## src/rtl/inst_stream_loader_if.sv

```systemverilog
// Byte-stream input and instruction-BRAM port A write bus shared by inst_stream_loader and its environment.
interface inst_stream_loader_if;
  logic        en;
  logic [7:0]  data;
  logic [31:0] inst_addra;
  logic [31:0] inst_dina;
  logic [3:0]  inst_wea;

  // master is the loader itself: it consumes the bytes and drives the BRAM write port
  modport master (input en, data, output inst_addra, inst_dina, inst_wea);
  modport slave  (output en, data, input inst_addra, inst_dina, inst_wea);
endinterface

```

## src/rtl/inst_stream_loader.sv

```systemverilog
// Loads a length-prefixed byte stream into instruction BRAM as big-endian 32-bit words.
// Define BOOT_CHECKSUM_EN to require a trailing 32-bit sum of the loaded words.
module inst_stream_loader #(
  parameter int DEPTH_WORDS = 16384,
  parameter int CNT_W       = 15
) (
  input  logic                 clk,
  input  logic                 rstn,
  input  logic                 clear,
  inst_stream_loader_if.master bus,
  output logic [CNT_W-1:0]     loaded_words,
  output logic                 done,
  output logic                 overflow,
  output logic                 csum_err
);

`ifdef BOOT_CHECKSUM_EN
  typedef enum logic [2:0] {HDR, LOAD, CHK, DONE, ERR} state_t;
  localparam state_t END_ST = CHK;
`else
  typedef enum logic [2:0] {HDR, LOAD, DONE, ERR} state_t;
  localparam state_t END_ST = DONE;
`endif

  state_t      state;
  logic [1:0]  byte_cnt;
  logic [31:0] length;
  logic [31:0] asm_word;
  logic [31:0] next_word;
  logic        accepting;
  logic        last_byte;
  logic        write_last;

`ifdef BOOT_CHECKSUM_EN
  logic [31:0] sum;
  logic        csum_err_r;

  assign accepting = (state == HDR) || (state == LOAD) || (state == CHK);
  assign csum_err  = csum_err_r;
`else
  assign accepting = (state == HDR) || (state == LOAD);
  assign csum_err  = 1'b0;
`endif

  assign next_word  = {asm_word[23:0], bus.data};
  assign last_byte  = bus.en && accepting && (byte_cnt == 2'd3);
  assign write_last = (32'(loaded_words) + 32'd1) == length;

  // Packing runs continuously across states, so a byte arriving during the write cycle
  // (or the first checksum byte right after the last word) is never lost.
  always_ff @(posedge clk) begin
    if (!rstn || clear) begin
      state        <= HDR;
      byte_cnt     <= '0;
      length       <= '0;
      asm_word     <= '0;
      loaded_words <= '0;
      done         <= 1'b0;
      overflow     <= 1'b0;
      bus.inst_wea <= 4'h0;
`ifdef BOOT_CHECKSUM_EN
      sum          <= '0;
      csum_err_r   <= 1'b0;
`endif
      if (!rstn) begin
        bus.inst_addra <= '0;
        bus.inst_dina  <= '0;
      end
    end else begin
      bus.inst_wea <= 4'h0;

      if (bus.en && accepting) begin
        asm_word <= next_word;
        byte_cnt <= byte_cnt + 2'd1;
      end

      if (bus.inst_wea != 4'h0) begin
        loaded_words <= loaded_words + CNT_W'(1);
        if (write_last) begin
          state <= END_ST;
          done  <= (END_ST == DONE);
        end
      end

      unique case (state)
        HDR: begin
          if (last_byte) begin
            length <= next_word;
            if (next_word > 32'(DEPTH_WORDS)) begin
              overflow <= 1'b1;
              state    <= ERR;
            end else if (next_word == 32'd0) begin
              state <= END_ST;
              done  <= (END_ST == DONE);
            end else begin
              state <= LOAD;
            end
          end
        end
        LOAD: begin
          if (last_byte) begin
            bus.inst_wea   <= 4'hF;
            bus.inst_dina  <= next_word;
            bus.inst_addra <= 32'({loaded_words, 2'b00});
`ifdef BOOT_CHECKSUM_EN
            sum <= sum + next_word;
`endif
          end
        end
`ifdef BOOT_CHECKSUM_EN
        CHK: begin
          if (last_byte) begin
            done       <= 1'b1;
            csum_err_r <= (sum != next_word);
            state      <= DONE;
          end
        end
`endif
        default: begin
        end
      endcase
    end
  end

endmodule

```

## src/flat_wrapper.sv

```systemverilog
// flat-port wrapper written by rule: the top's interface ports become plain ports
module inst_stream_loader_flat 
#(
  parameter int DEPTH_WORDS = 16384,
  parameter int CNT_W       = 15
)
  (clk, rstn, clear, loaded_words, done, overflow, csum_err, bus_en, bus_data, bus_inst_addra, bus_inst_dina, bus_inst_wea);
  inst_stream_loader_if bus_i ();
  input  logic clk;
  input  logic rstn;
  input  logic clear;
  output logic [CNT_W-1:0] loaded_words;
  output logic done;
  output logic overflow;
  output logic csum_err;
  input wire logic [$bits(bus_i.en)-1:0] bus_en;
  input wire logic [$bits(bus_i.data)-1:0] bus_data;
  output wire logic [$bits(bus_i.inst_addra)-1:0] bus_inst_addra;
  output wire logic [$bits(bus_i.inst_dina)-1:0] bus_inst_dina;
  output wire logic [$bits(bus_i.inst_wea)-1:0] bus_inst_wea;
  assign bus_i.en = bus_en;
  assign bus_i.data = bus_data;
  assign bus_inst_addra = bus_i.inst_addra;
  assign bus_inst_dina = bus_i.inst_dina;
  assign bus_inst_wea = bus_i.inst_wea;
  inst_stream_loader #(.DEPTH_WORDS(DEPTH_WORDS), .CNT_W(CNT_W)) u_core (.clk(clk), .rstn(rstn), .clear(clear), .bus(bus_i), .loaded_words(loaded_words), .done(done), .overflow(overflow), .csum_err(csum_err));
endmodule
```

## config.mk

```make
export PLATFORM = sky130hd
export DESIGN_NAME = inst_stream_loader_flat
export DESIGN_NICKNAME = d
export VERILOG_FILES = /design/src/rtl/inst_stream_loader_if.sv /design/src/rtl/inst_stream_loader.sv /design/src/flat_wrapper.sv
export SDC_FILE = /design/constraint.sdc
export NUM_CORES = 1
export LEC_CHECK = 0
export BUFFER_PORTS_ARGS = -buffer_cell sky130_fd_sc_hd__buf_2
export CORE_ASPECT_RATIO = 0.75
export CORE_UTILIZATION = 29
export CTS_CLUSTER_DIAMETER = 120
export DETAILED_ROUTE_END_ITERATION = 8
export HOLD_SLACK_MARGIN = 0.12
export PLACE_DENSITY = 0.48
export SETUP_SLACK_MARGIN = 0.5
export SYNTH_ARGS = -nofsm -noshare
export SYNTH_HDL_FRONTEND = slang
export SYNTH_SLANG_ARGS = --single-unit
```

## constraint.sdc

```tcl
create_clock -name clk -period 10.3 [get_ports clk]
set_input_delay 0.515 -clock clk [delete_from_list [all_inputs] [get_ports clk]]
set_output_delay 0.515 -clock clk [all_outputs]
set_load 0.1 [all_outputs]
```

==> key figures, run 1 <==
STA
  – Final Critical Period: 3.17 ns
  – RSZ-0062 raised after global routing: no
  – Hold Fails Final Rpt: 0
  – Final setup TNS: 0 ns
  – Max-slew headroom: 39.0%
  – Final worst slack: between 7 and 8 ns
  – Worst clock skew: slightly below 0.01 ns
  – Fin crit share: approximately 31%
  – Max Freq: 0.316 GHz
  – Final count of negative-setup-slack endpoints: 0
  – Max-slew violations: 0
  – Worst slew pin tran: 0.915 ns

Yosys
  – Library cells used by synthesis: 55
  – Post-synth EDFFs: 47
  – Seq/Total Area, Yosys: a little under three fifths
  – Post-synth top area share: 29.3%
  – Count leader, synth: nand2_1
  – #FFs+latches synth: 126
  – Top FF cell, synth: dfxtp_1
  – Post-synthesis async set-or-reset flop share: 0%
  – Cells after Synth: 571
  – Synth cell count leaders: nand2_1 (92), dfxtp_1 (79), a21oi_1 (64)
  – Cell taking the most area after synthesis: dfxtp_1
  – Synth area leaders: dfxtp_1 (29%), edfxtp_1 (26%), nand2_1 (6.4%), a21oi_1 (5.9%), nor2_1 (4.2%)
  – Yosys warns: 0
  – Mapped cell area: approximately 5400 um^2
  – Avg Inst Size Synth: 9.45 um^2

Critical path
  – Kind of critical path: reg2reg
  – Cell family with most CP delay: simple AND/OR/NAND/NOR gates
  – Cell Chain, Critical Path: nor2_1 -> and2_1 -> nand2_1 -> o21ai_4 -> buf_4
  – CP Max Fanout: 27
  – Arr. time, crit path: 3.25 ns
  – Max incr delay on CP: about 0.76 ns
  – Slowest-stage cell, CP: o21ai_4
  – Crit path buf inv count: 1
  – Worst EP required: 10.39 ns
  – Crit path launch type: register
  – Critical path endpoint category: register

Routing
  – Post-Route M1 WL: between 7 and 8 mm
  – DR top layer: met4
  – Routed vias/inst: 4.63
  – Met2 Routed Length: between 5 and 6 mm
  – Wirelength, routed: 13.6 mm
  – DRC violations left: 0
  – First DRT Iteration DRCs: 355
  – DRT Pass-1 Iters: 7
  – Final ANT Viol Nets: 0
  – WL/cell: 15.3 um
  – Via count: 4131
  – WL met3: 1.07 mm

Placement
  – Placement Setup Slack: 6.92 ns
  – Post-DP HPWL: 9.79 mm
  – Port Buf Inserts: 79
  – Gp weighted congestion: 0.849

Finish
  – Synth-to-Final Area Change: 22.0%
  – Diode count: 0
  – Nets: 653
  – Layout cell share with drive strength beyond 1: 19.7%
  – Finished Core Util: between 30% and 40%

CTS
  – Post-CTS Resized: 0
  – Hold Buf Count CTS: 0
  – Post-CTS setup buffers: 0
  – # H-tree levels: 4
  – CTS clk-pin slew, worst paths: 0.06 ns
  – Clock sink count: 126
  – Clock Path Buffers: 2
  – CTS tree: yes
  – Total CTS buffers: 17
  – CTS Root Cell: clkbuf_16
  – Worst-Skew Late Latency: 0.43 ns

Floorplanning
  – Die height: about 120 um
  – DIE WIDTH: 160 um
  – Die area: 19200 um^2
  – Core area: about 18000 um^2
  – Row cnt: 42
  – # IOs: 98
  – Starting Density: 30.1%

Global route
  – Gr usage total: 15.0%
  – First-pass GRT wire length: 21.6 mm
  – Largest net degree at the start of global routing: 52
  – Initial antenna violation count: 0
  – Remaining global-route overflow: 0
  – Number of global-route vias before repair: 3894

Power
  – PwrDens: between 200 and 250 nW/um^2
  – Maximum vdd drop: roughly 0.088 mV
  – LEAKAGE: 2.75 nW
  – Pwr Total: 1.36 mW

Run
  – Maximum capacitance violations: 0

Worst hold path
  – Hold Crit Class: in2reg

Run status
  – Status: completed
cells by family after synthesis:
logic type      count (synthesis)  share of synthesized area [%]
buf+inv                        89                           8.65
simple gates                  230                           20.4
flops                         126                           55.4
mux                             3                          0.556
xor+xnor                       28                           4.54
other cells                     1                         0.0695
fa+ha+maj                       3                          0.695
compound gates                 91                           9.69
worst min-delay path: stages:
cell and delay [ns]:
buf_2 0.12, nand2_1 0.05, a21oi_1 0.05
worst paths after layout:
kind                                    startpoint                  endpoint  slack (ns)  cells after the start
worst max-delay path               u_core.state[2]  u_core.bus.inst_dina[18]        7.13                      5
worst min-delay path                   bus_data[7]        u_core.asm_word[7]        0.36                      3
worst max register to register     u_core.state[2]  u_core.bus.inst_dina[18]        7.13                      5
worst min register to register  u_core.byte_cnt[1]        u_core.byte_cnt[1]        0.47                      2
final cells by class:
type / count / area [um^2]
Timing Repair Buffer: 84 / 433
Clock buffer: 18 / 429
Tap cell: 242 / 303
Fill cell: 1850 / 11300
Sequential cell: 126 / 2990
Inverter: 36 / 135
Multi-Input combinational cell: 373 / 2030
Clock inverter: 14 / 263
cells in the final DEF, fill, tap and decap left out, drive strengths merged, types with 2 or more instances in the layout:
cell	n
a21o	2
a21oi	64
and2	15
and3	2
and4	2
buf	84
bufinv	7
clkbuf	18
clkinv	4
conb	18
dfxtp	79
edfxtp	47
ha	3
inv	38
mux2i	3
nand2	92
nand2b	3
nand3	8
nand4	12
nor2	61
nor2b	4
nor3	7
nor4	14
o2111ai	2
o21ai	7
o21bai	2
o22ai	2
o41ai	2
or3	3
or4	2
xnor2	16
xor2	12
per-stage QoR:
stage               std cells  hold slack (ns)  cell area, um^2
floorplan                 588            0.440             5460
global placement          861            0.449             5890
detailed placement        861            0.468             5890
CTS                       893            0.341             6580
global route              893            0.371             6580
finish                    893            0.361             6580
registers in the layout, summed over array words and instances (netlist names):
register	flops
u_core.byte_cnt	2
u_core.overflow	1
u_core.length	32
u_core.bus.inst_addra	15
u_core.bus.inst_wea	1
u_core.state	3
u_core.loaded_words	15
u_core.asm_word	24
u_core.bus.inst_dina	32
u_core.done	1
where the power goes:
group	switching [mW]	total, mW	leakage [nW]	internal (mW)
combinational	0.112	0.124	1.30	0.0118
clock	0.231	0.710	0.335	0.479
sequential	0.00444	0.530	1.12	0.526
layer usage:
| layer | up-vias | track usage (%) |
|---|---|---|
| li1 | 2033 | - |
| met1 | 1949 | 22.3 |
| met2 | 135 | 19.8 |
| met3 | 14 | 4.63 |
| met4 | 0 | 5.77 |
| met5 | - | 0 |
Note: power is estimated with default switching activity, not from simulation.
==> inputs of run 2 (changes only) <==
--- a/config.mk
+++ b/config.mk
@@ -5,6 +5,7 @@
 export SDC_FILE = /design/constraint.sdc
 export NUM_CORES = 1
 export LEC_CHECK = 0
+export ABC_AREA = 1
 export BUFFER_PORTS_ARGS = -buffer_cell sky130_fd_sc_hd__buf_2
 export CORE_ASPECT_RATIO = 0.75
 export CORE_UTILIZATION = 29
==> constraint.sdc (replaced) <==
create_clock -name clk -period 3.29 [get_ports clk]
set_input_delay 0.1645 -clock clk [delete_from_list [all_inputs] [get_ports clk]]
set_output_delay 0.1645 -clock clk [all_outputs]
set_load 0.1 [all_outputs]
==> run 2 against run 1 <==
- synthesized area down 1.1%
- first-iteration DRC count down 9.9%
- via count up 5.5%
==> key figures, run 2 <==
Critical path
  – Crit path launch type: register
  – Critical path endpoint category: register
  – Cell family with most CP delay: simple AND/OR/NAND/NOR gates
  – CP startpoint: u_core.loaded_words[0]
  – Arr. time, crit path: 2.31 ns (-0.94 ns)
  – Worst EP required: 3.57 ns (-6.82 ns)
  – Crit path buf inv count: 0 (-1)
  – Kind of critical path: reg2reg
  – CP Max Fanout: 6 (-78%)
  – Crit-path most repeated cell: nand2_1
  – Max incr delay on CP: 0.46 ns (-0.30 ns)
  – RR Startpoint: u_core.loaded_words[0]
  – Cell Chain, Critical Path: ha_1 -> nand2_1 -> nor2_2 -> nand3_1 -> nand2_1 -> nand2_1 -> nand2_1 -> nand2_1 -> nor2_1 -> nand2_1 -> nor2_2 -> nand2_2 -> nand2_1 -> a21oi_1
  – Slowest-stage cell, CP: dfxtp_1

Routing
  – Via count: 4359 (+5.5%)
  – Routed vias/inst: 4.48 (-3.2%)
  – Final ANT Viol Nets: 0 (unchanged)
  – Met2 Routed Length: 5.41 mm (+0.69%)
  – Post-Route M1 WL: 7.10 mm (+0.97%)
  – First DRT Iteration DRCs: 320 (-9.9%)
  – DRT Pass-1 Iters: 5 (-2)
  – DR top layer: met4
  – WL met3: 787 um (-26%)
  – WL/cell: 13.9 um (-9.1%)
  – DRC violations left: 0 (unchanged)
  – Wirelength, routed: 13.5 mm (-0.95%)

CTS
  – Hold Buf Count CTS: 10 (+10)
  – Worst-Skew Late Latency: 0.42 ns (about the same)
  – Post-CTS setup buffers: 0 (unchanged)
  – Post-CTS Resized: 0 (unchanged)
  – Total CTS buffers: 17 (unchanged)
  – CTS clk-pin slew, worst paths: 0.05 ns (about the same)
  – CTS tree: yes
  – Clock Path Buffers: 2 (unchanged)
  – Clock sink count: 126 (unchanged)
  – # H-tree levels: 4 (unchanged)
  – CTS Root Cell: clkbuf_16

Global route
  – Gr usage total: 15.1% (+0.033 points)
  – First-pass GRT wire length: 21.3 mm (-1.3%)
  – Initial antenna violation count: 0 (unchanged)
  – Largest net degree at the start of global routing: 51 (-1.9%)
  – Remaining global-route overflow: 0 (unchanged)
  – Number of global-route vias before repair: 4022 (+3.3%)

STA
  – Fin crit share: 61.9% (+31 points)
  – Final Critical Period: 2.04 ns (-1.13 ns)
  – Final count of negative-setup-slack endpoints: 0 (unchanged)
  – Max-slew violations: 0 (unchanged)
  – WHS: 0.150 ns (-0.210 ns)
  – RSZ-0062 raised after global routing: no
  – Final setup TNS: 0 ns (unchanged)
  – Max Freq: 0.491 GHz (+56%)
  – Worst clock skew: 0.00594 ns (-0.00377 ns)
  – Hold Fails Final Rpt: 0 (unchanged)
  – Max-slew headroom: 57.0% (+18 points)
  – Worst slew pin tran: 0.645 ns (-0.271 ns)

Yosys
  – #FFs+latches synth: 126 (unchanged)
  – Avg Inst Size Synth: 8.49 um^2 (-10%)
  – Library cells used by synthesis: 27 (-51%)
  – Top FF cell, synth: dfxtp_1
  – Seq/Total Area, Yosys: 56.1% (+0.61 points)
  – Post-synthesis async set-or-reset flop share: 0% (unchanged)
  – Count leader, synth: inv_1
  – Post-synth EDFFs: 47 (unchanged)
  – Synth cell count leaders: inv_1 (113), dfxtp_1 (79), nor2_1 (79)
  – Post-synth top area share: 29.6% (+0.32 points)
  – Synth area leaders: dfxtp_1 (30%), edfxtp_1 (26%), inv_1 (7.9%), nor2_1 (5.6%), nand2_1 (5.1%)
  – Cell taking the most area after synthesis: dfxtp_1
  – Mapped cell area: 5340 um^2 (-1.1%)
  – Yosys warns: 0 (unchanged)
  – Cells after Synth: 629 (+10%)

Placement
  – Port Buf Inserts: 79 (unchanged)
  – Post-DP Area: 5920 um^2 (+0.53%)
  – Post-DP HPWL: 9.84 mm (+0.53%)
  – Gp weighted congestion: 0.809 (-4.7%)

Floorplanning
  – Core area: 17800 um^2 (-0.59%)
  – Die area: 19000 um^2 (-1.1%)
  – DIE WIDTH: 159 um (-0.54%)
  – Row cnt: 42 (unchanged)
  – # IOs: 98 (unchanged)
  – Die height: 120 um (-0.54%)
  – Starting Density: 30.0% (-0.15 points)

Run
  – Maximum capacitance violations: 0 (unchanged)

Power
  – LEAKAGE: 3.05 nW (+11%)
  – Maximum vdd drop: 0.310 mV (+250%)
  – PwrDens: 633 nW/um^2 (+210%)

Worst hold path
  – HP Start: bus_en
  – Hold Crit Class: in2reg

Finish
  – Commonest non-fill, non-tap cell in the layout: inv_1
  – Nets: 733 (+12%)
  – Most frequent cells in the layout: inv_1 (113), nor2_1 (79), buf_2 (79), dfxtp_1 (79), nand2_1 (73)
  – Diode count: 0 (unchanged)
  – Synth-to-Final Area Change: 25.3%
  – Biggest regs: u_core.bus.inst_dina x32, u_core.length x32, u_core.asm_word x24
  – Layout cell share with drive strength beyond 1: 18.6% (-1.1 points)
  – Post-route cell area: 6690 um^2 (+1.6%)

Run status
  – Status: completed
==> run 2: power breakdown <==
part | internal (mW) | switching (mW)
Clock | 1.43 | 0.706
Combinational | 0.0542 | 0.378
Sequential | 1.66 | 0.0131
Total | 3.14 | 1.10
==> run 2: area by class of cell <==
| cell class | instances | area [um^2] |
|---|---|---|
| Tap cell | 242 | 303 |
| Clock buffer | 19 | 433 |
| Multi-Input combinational cell | 360 | 1740 |
| Sequential cell | 126 | 2990 |
| Inverter | 117 | 439 |
| Timing Repair Buffer | 96 | 548 |
| Fill cell | 1828 | 11100 |
| Clock inverter | 13 | 235 |
==> run 2: metal layers <==
| layer | vias up | track usage [%] |
|---|---|---|
| li1 | 2184 | - |
| met1 | 2037 | 22.0 |
| met2 | 123 | 20.5 |
| met3 | 15 | 3.76 |
| met4 | 0 | 6.79 |
| met5 | - | 0 |
==> run 2: final timing paths <==
path         slack (ns)  depth (start not counted)            endpoint
max                1.25                         14     u_core.state[0]
min reg2reg        0.46                          2     u_core.state[2]
min                0.15                          5  u_core.byte_cnt[1]
max reg2reg        1.25                         14     u_core.state[0]
==> run 2: logic make-up (layout without fill, tap and decap cells) <==
kind of cell | after synthesis | in the layout | share of synthesized area, %
xor gates and xnor gates | 4 | 4 | 0.656
AOI/OAI and AO/OA | 120 | 120 | 12.0
DFF | 126 | 126 | 56.1
other | 1 | 18 | 0.0702
buffers and inverters | 160 | 245 | 12.8
and+or+nand+nor | 215 | 215 | 17.6
adders and majority gates | 3 | 3 | 0.703
==> run 2: metrics by stage <==
stage	total power, mW	setup slack (ns)	instances	utilization (%)
after detailed placement	2.13	1.27	931	33.2
final	4.23	1.25	973	37.6
after global placement	2.13	1.27	931	33.2
after CTS	4.27	1.27	973	37.6
after global routing	4.35	1.03	973	37.6
after floorplan	2.08	0.869	646	-
==> run 2: tightest hold or removal path: cells and delay by family <==
kind	cells	cell delay [ns]
buf+inv	2	0.17
simple gates	3	0.19
==> inputs of run 3 (changes only) <==
==> constraint.sdc (replaced) <==
create_clock -name clk -period 1.9 [get_ports clk]
set_input_delay 0.095 -clock clk [delete_from_list [all_inputs] [get_ports clk]]
set_output_delay 0.095 -clock clk [all_outputs]
set_load 0.1 [all_outputs]
==> run 3 against run 2 <==
- utilization increased by 3.4 points
- wire length grew 9.2%
- sequential share of layout area decreased by 2.9 points
- register-to-register slack worse by 1.1 ns
- critical path depth unchanged
- flip-flop and latch count unchanged
- clock power is 75% higher
- via count rose by 1.0%
- critical path type unchanged
==> key figures, run 3 (synthesized netlist as in run 2, its figures left out) <==
Routing
  – WL/cell: 14.9 um (+7.2%)
  – Wirelength, routed: 14.7 mm (+9.2%)
  – First DRT Iteration DRCs: 279 (-13%)
  – DRC violations left: 0 (unchanged)
  – Final ANT Viol Nets: 0 (unchanged)
  – DRT Pass-1 Iters: 5 (unchanged)
  – Routed vias/inst: 4.44 (-0.83%)
  – Via count: 4403 (+1.0%)

Power
  – Maximum vdd drop: 0.487 mV (+57%)
  – Comb power frac: 11.4% (+1.2 points)
  – Reg power frac: 38.6% (-0.8 points)
  – Switch Pwr: 1.93 mW (+76%)
  – Int Pwr: 5.51 mW (+76%)
  – Clock power frac: 50.0% (-0.4 points)
  – PwrDens: 1020 nW/um^2 (+61%)
  – LEAKAGE: 3.29 nW (+7.8%)
  – Switching fraction of total power: 26.0% (+0.032 points)

Finish
  – # fillers: 1784 (-2.4%)
  – Most frequent cells in the layout: inv_1 (111), nor2_1 (76), buf_2 (75)
  – Synth-to-Final Area Change: 36.5%
  – Post-route cell area: 7290 um^2 (+8.9%)
  – Final non-filler cell total: 991 (+1.8%)
  – Layout cell share with drive strength beyond 1: 27.2% (+8.6 points)
  – FF+latch area: 3050 um^2 (+1.8%)
  – Commonest non-fill, non-tap cell in the layout: inv_1
  – Area of the multi-input gates: 1900 um^2 (+9.1%)
  – Finished Core Util: 40.9% (+3.4 points)
  – Nets: 751 (+2.5%)
  – Biggest regs: u_core.bus.inst_dina x32, u_core.length x32, u_core.asm_word x24
  – Diode count: 0 (unchanged)

Worst hold path
  – Worst Hold Depth: 5 (unchanged)
  – HP Start: rstn
  – Hold Crit Class: in2reg
  – Hold EP: u_core.state[1]

Critical path
  – Kind of critical path: reg2reg
  – Crit-path most repeated cell: nand2_1
  – Critical path endpoint category: register
  – R2R Path End: u_core.state[0]
  – CP Max Fanout: 6 (unchanged)
  – Reg2reg setup slack: 0.17 ns (-1.09 ns)
  – RR Startpoint: u_core.loaded_words[0]
  – Worst EP required: 2.20 ns (-1.37 ns)
  – Worst reg-to-reg path cell count: 14 (unchanged)
  – Arr. time, crit path: 2.04 ns (-0.27 ns)
  – Crit path launch type: register
  – Slowest-stage cell, CP: dfxtp_4
  – Max incr delay on CP: 0.40 ns (-0.06 ns)
  – Cell Chain, Critical Path: ha_4 -> nand2_4 -> nor2_4 -> nand3_2 -> nand2_2 -> nand2_1 -> nand2_1 -> nand2_1 -> nor2_1 -> nand2_1 -> nor2_2 -> nand2_2 -> nand2_1 -> a21oi_1
  – CP startpoint: u_core.loaded_words[0]

STA
  – WHS: 0.163 ns (+0.0123 ns)
  – Hold Fails Final Rpt: 0 (unchanged)
  – Final Critical Period: 1.73 ns (-0.303 ns)
  – Final count of negative-setup-slack endpoints: 0 (unchanged)
  – Max Freq: 0.577 GHz (+17%)
  – RSZ-0062 raised after global routing: yes
  – Fin crit share: 91.3% (+29 points)
  – Max-slew violations: 0 (unchanged)
  – Worst clock skew: 0.00777 ns (+0.00183 ns)

Floorplanning
  – Row cnt: 42 (unchanged)
  – # IOs: 98 (unchanged)
  – Core area: 17800 um^2 (unchanged)
  – Starting Density: 30.0% (unchanged)
  – Die area: 19000 um^2 (unchanged)
  – DIE WIDTH: 159 um (unchanged)
  – Die height: 120 um (unchanged)

Placement
  – Post-DP Area: 6070 um^2 (+2.5%)
  – Dpl cells: 932 (+0.11%)
  – Port Buf Inserts: 79 (unchanged)
  – Gp weighted congestion: 0.864 (+6.7%)
  – Post-DP HPWL: 10.1 mm (+2.5%)

Global route
  – Remaining global-route overflow: 0 (unchanged)
  – Initial antenna violation count: 0 (unchanged)
  – First-pass GRT wire length: 22.4 mm (+5.1%)
  – Gr usage total: 15.9% (+0.87 points)
  – Number of global-route vias before repair: 3995 (-0.67%)
  – Largest net degree at the start of global routing: 51 (unchanged)

Run
  – Maximum capacitance violations: 0 (unchanged)

CTS
  – CTS tree: yes
  – # H-tree levels: 4 (unchanged)
  – Clock Path Buffers: 2 (unchanged)
  – Clock sink count: 126 (unchanged)
  – Worst-Skew Late Latency: 0.41 ns (about the same)
  – Total CTS buffers: 17 (unchanged)
  – CTS Root Cell: clkbuf_16
  – CTS clk-pin slew, worst paths: 0.06 ns (about the same)

Run status
  – Status: completed
## run 3: how the worst max path moves through the flow
| stage | slack (ns) | depth (start not counted) | endpoint |
|---|---|---|---|
| 2_1_floorplan | -0.41 | 5 | u_core.bus.inst_addra[10] |
| 3_3_place_gp | 0.16 | 14 | u_core.state[0] |
| 3_5_place_dp | 0.18 | 12 | u_core.state[0] |
| 4_1_cts | 0.18 | 14 | u_core.state[0] |
| 5_1_grt | 0.02 | 15 | u_core.state[1] |
| 6_report | 0.17 | 14 | u_core.state[0] |
## run 3: stage by stage
| step | setup slack [ns] | setup TNS (ns) | power [mW] |
|---|---|---|---|
| 3_5_place_dp | 0.182 | 0 | 3.67 |
| 5_1_grt | 0.0190 | 0 | 7.66 |
| 3_3_place_gp | 0.161 | 0 | 3.67 |
| 2_1_floorplan | -0.413 | -19.39 | 3.58 |
| 6_report | 0.166 | 0 | 7.44 |
| 4_1_cts | 0.178 | 0 | 7.48 |
## run 3: repair_timing
| item | CTS | global route |
|---|---|---|
| pin swaps | 5 | 12 |
| endpoints found under the setup margin | 83 | 176 |
| hold endpoints to repair | 14 | 0 |
| gates cloned | 5 | 2 |
| resized for setup | 18 | 36 |
| buffers inserted | 6 | 4 |
| hold buffers | 10 | 0 |
## run 3: power by group through the flow
stage / clock network, mW / registers, mW / logic [mW]
2_1_floorplan: 0 / 3.26 / 0.322
3_3_place_gp: 0 / 2.93 / 0.746
3_5_place_dp: 0 / 2.93 / 0.748
4_1_cts: 3.79 / 2.87 / 0.821
5_1_grt: 3.89 / 2.88 / 0.888
6_report: 3.72 / 2.87 / 0.848
## run 3: critical path, delay by kind of cell, from the launching register on
family,cells,cell delay (ns)
AO/OA/AOI/OAI,1,0.06
adder cells (fa/ha/maj),1,0.16
AND/OR/NAND/NOR,12,0.98
flip-flops,1,0.40
## run 3: cell type report
type                            count  share of cell area (%)
Sequential cell                   126                    41.8
Multi-Input combinational cell    360                    26.0
Timing Repair Buffer              113                    12.2
Clock buffer                       21                    6.61
Inverter                          117                    6.42
Tap cell                          242                    4.15
Clock inverter                     11                    2.71
Timing Repair inverter              1                   0.120
## run 3: routing by layer
metal / share of wire [%] / vias to the layer above / global-route usage (%)
li1: - / 2239 / -
met2: 43 / 122 / 22.5
met4: 0.64 / 0 / 3.61
met5: 0 / - / 0
met1: 51 / 2034 / 23.8
met3: 5.4 / 8 / 4.44
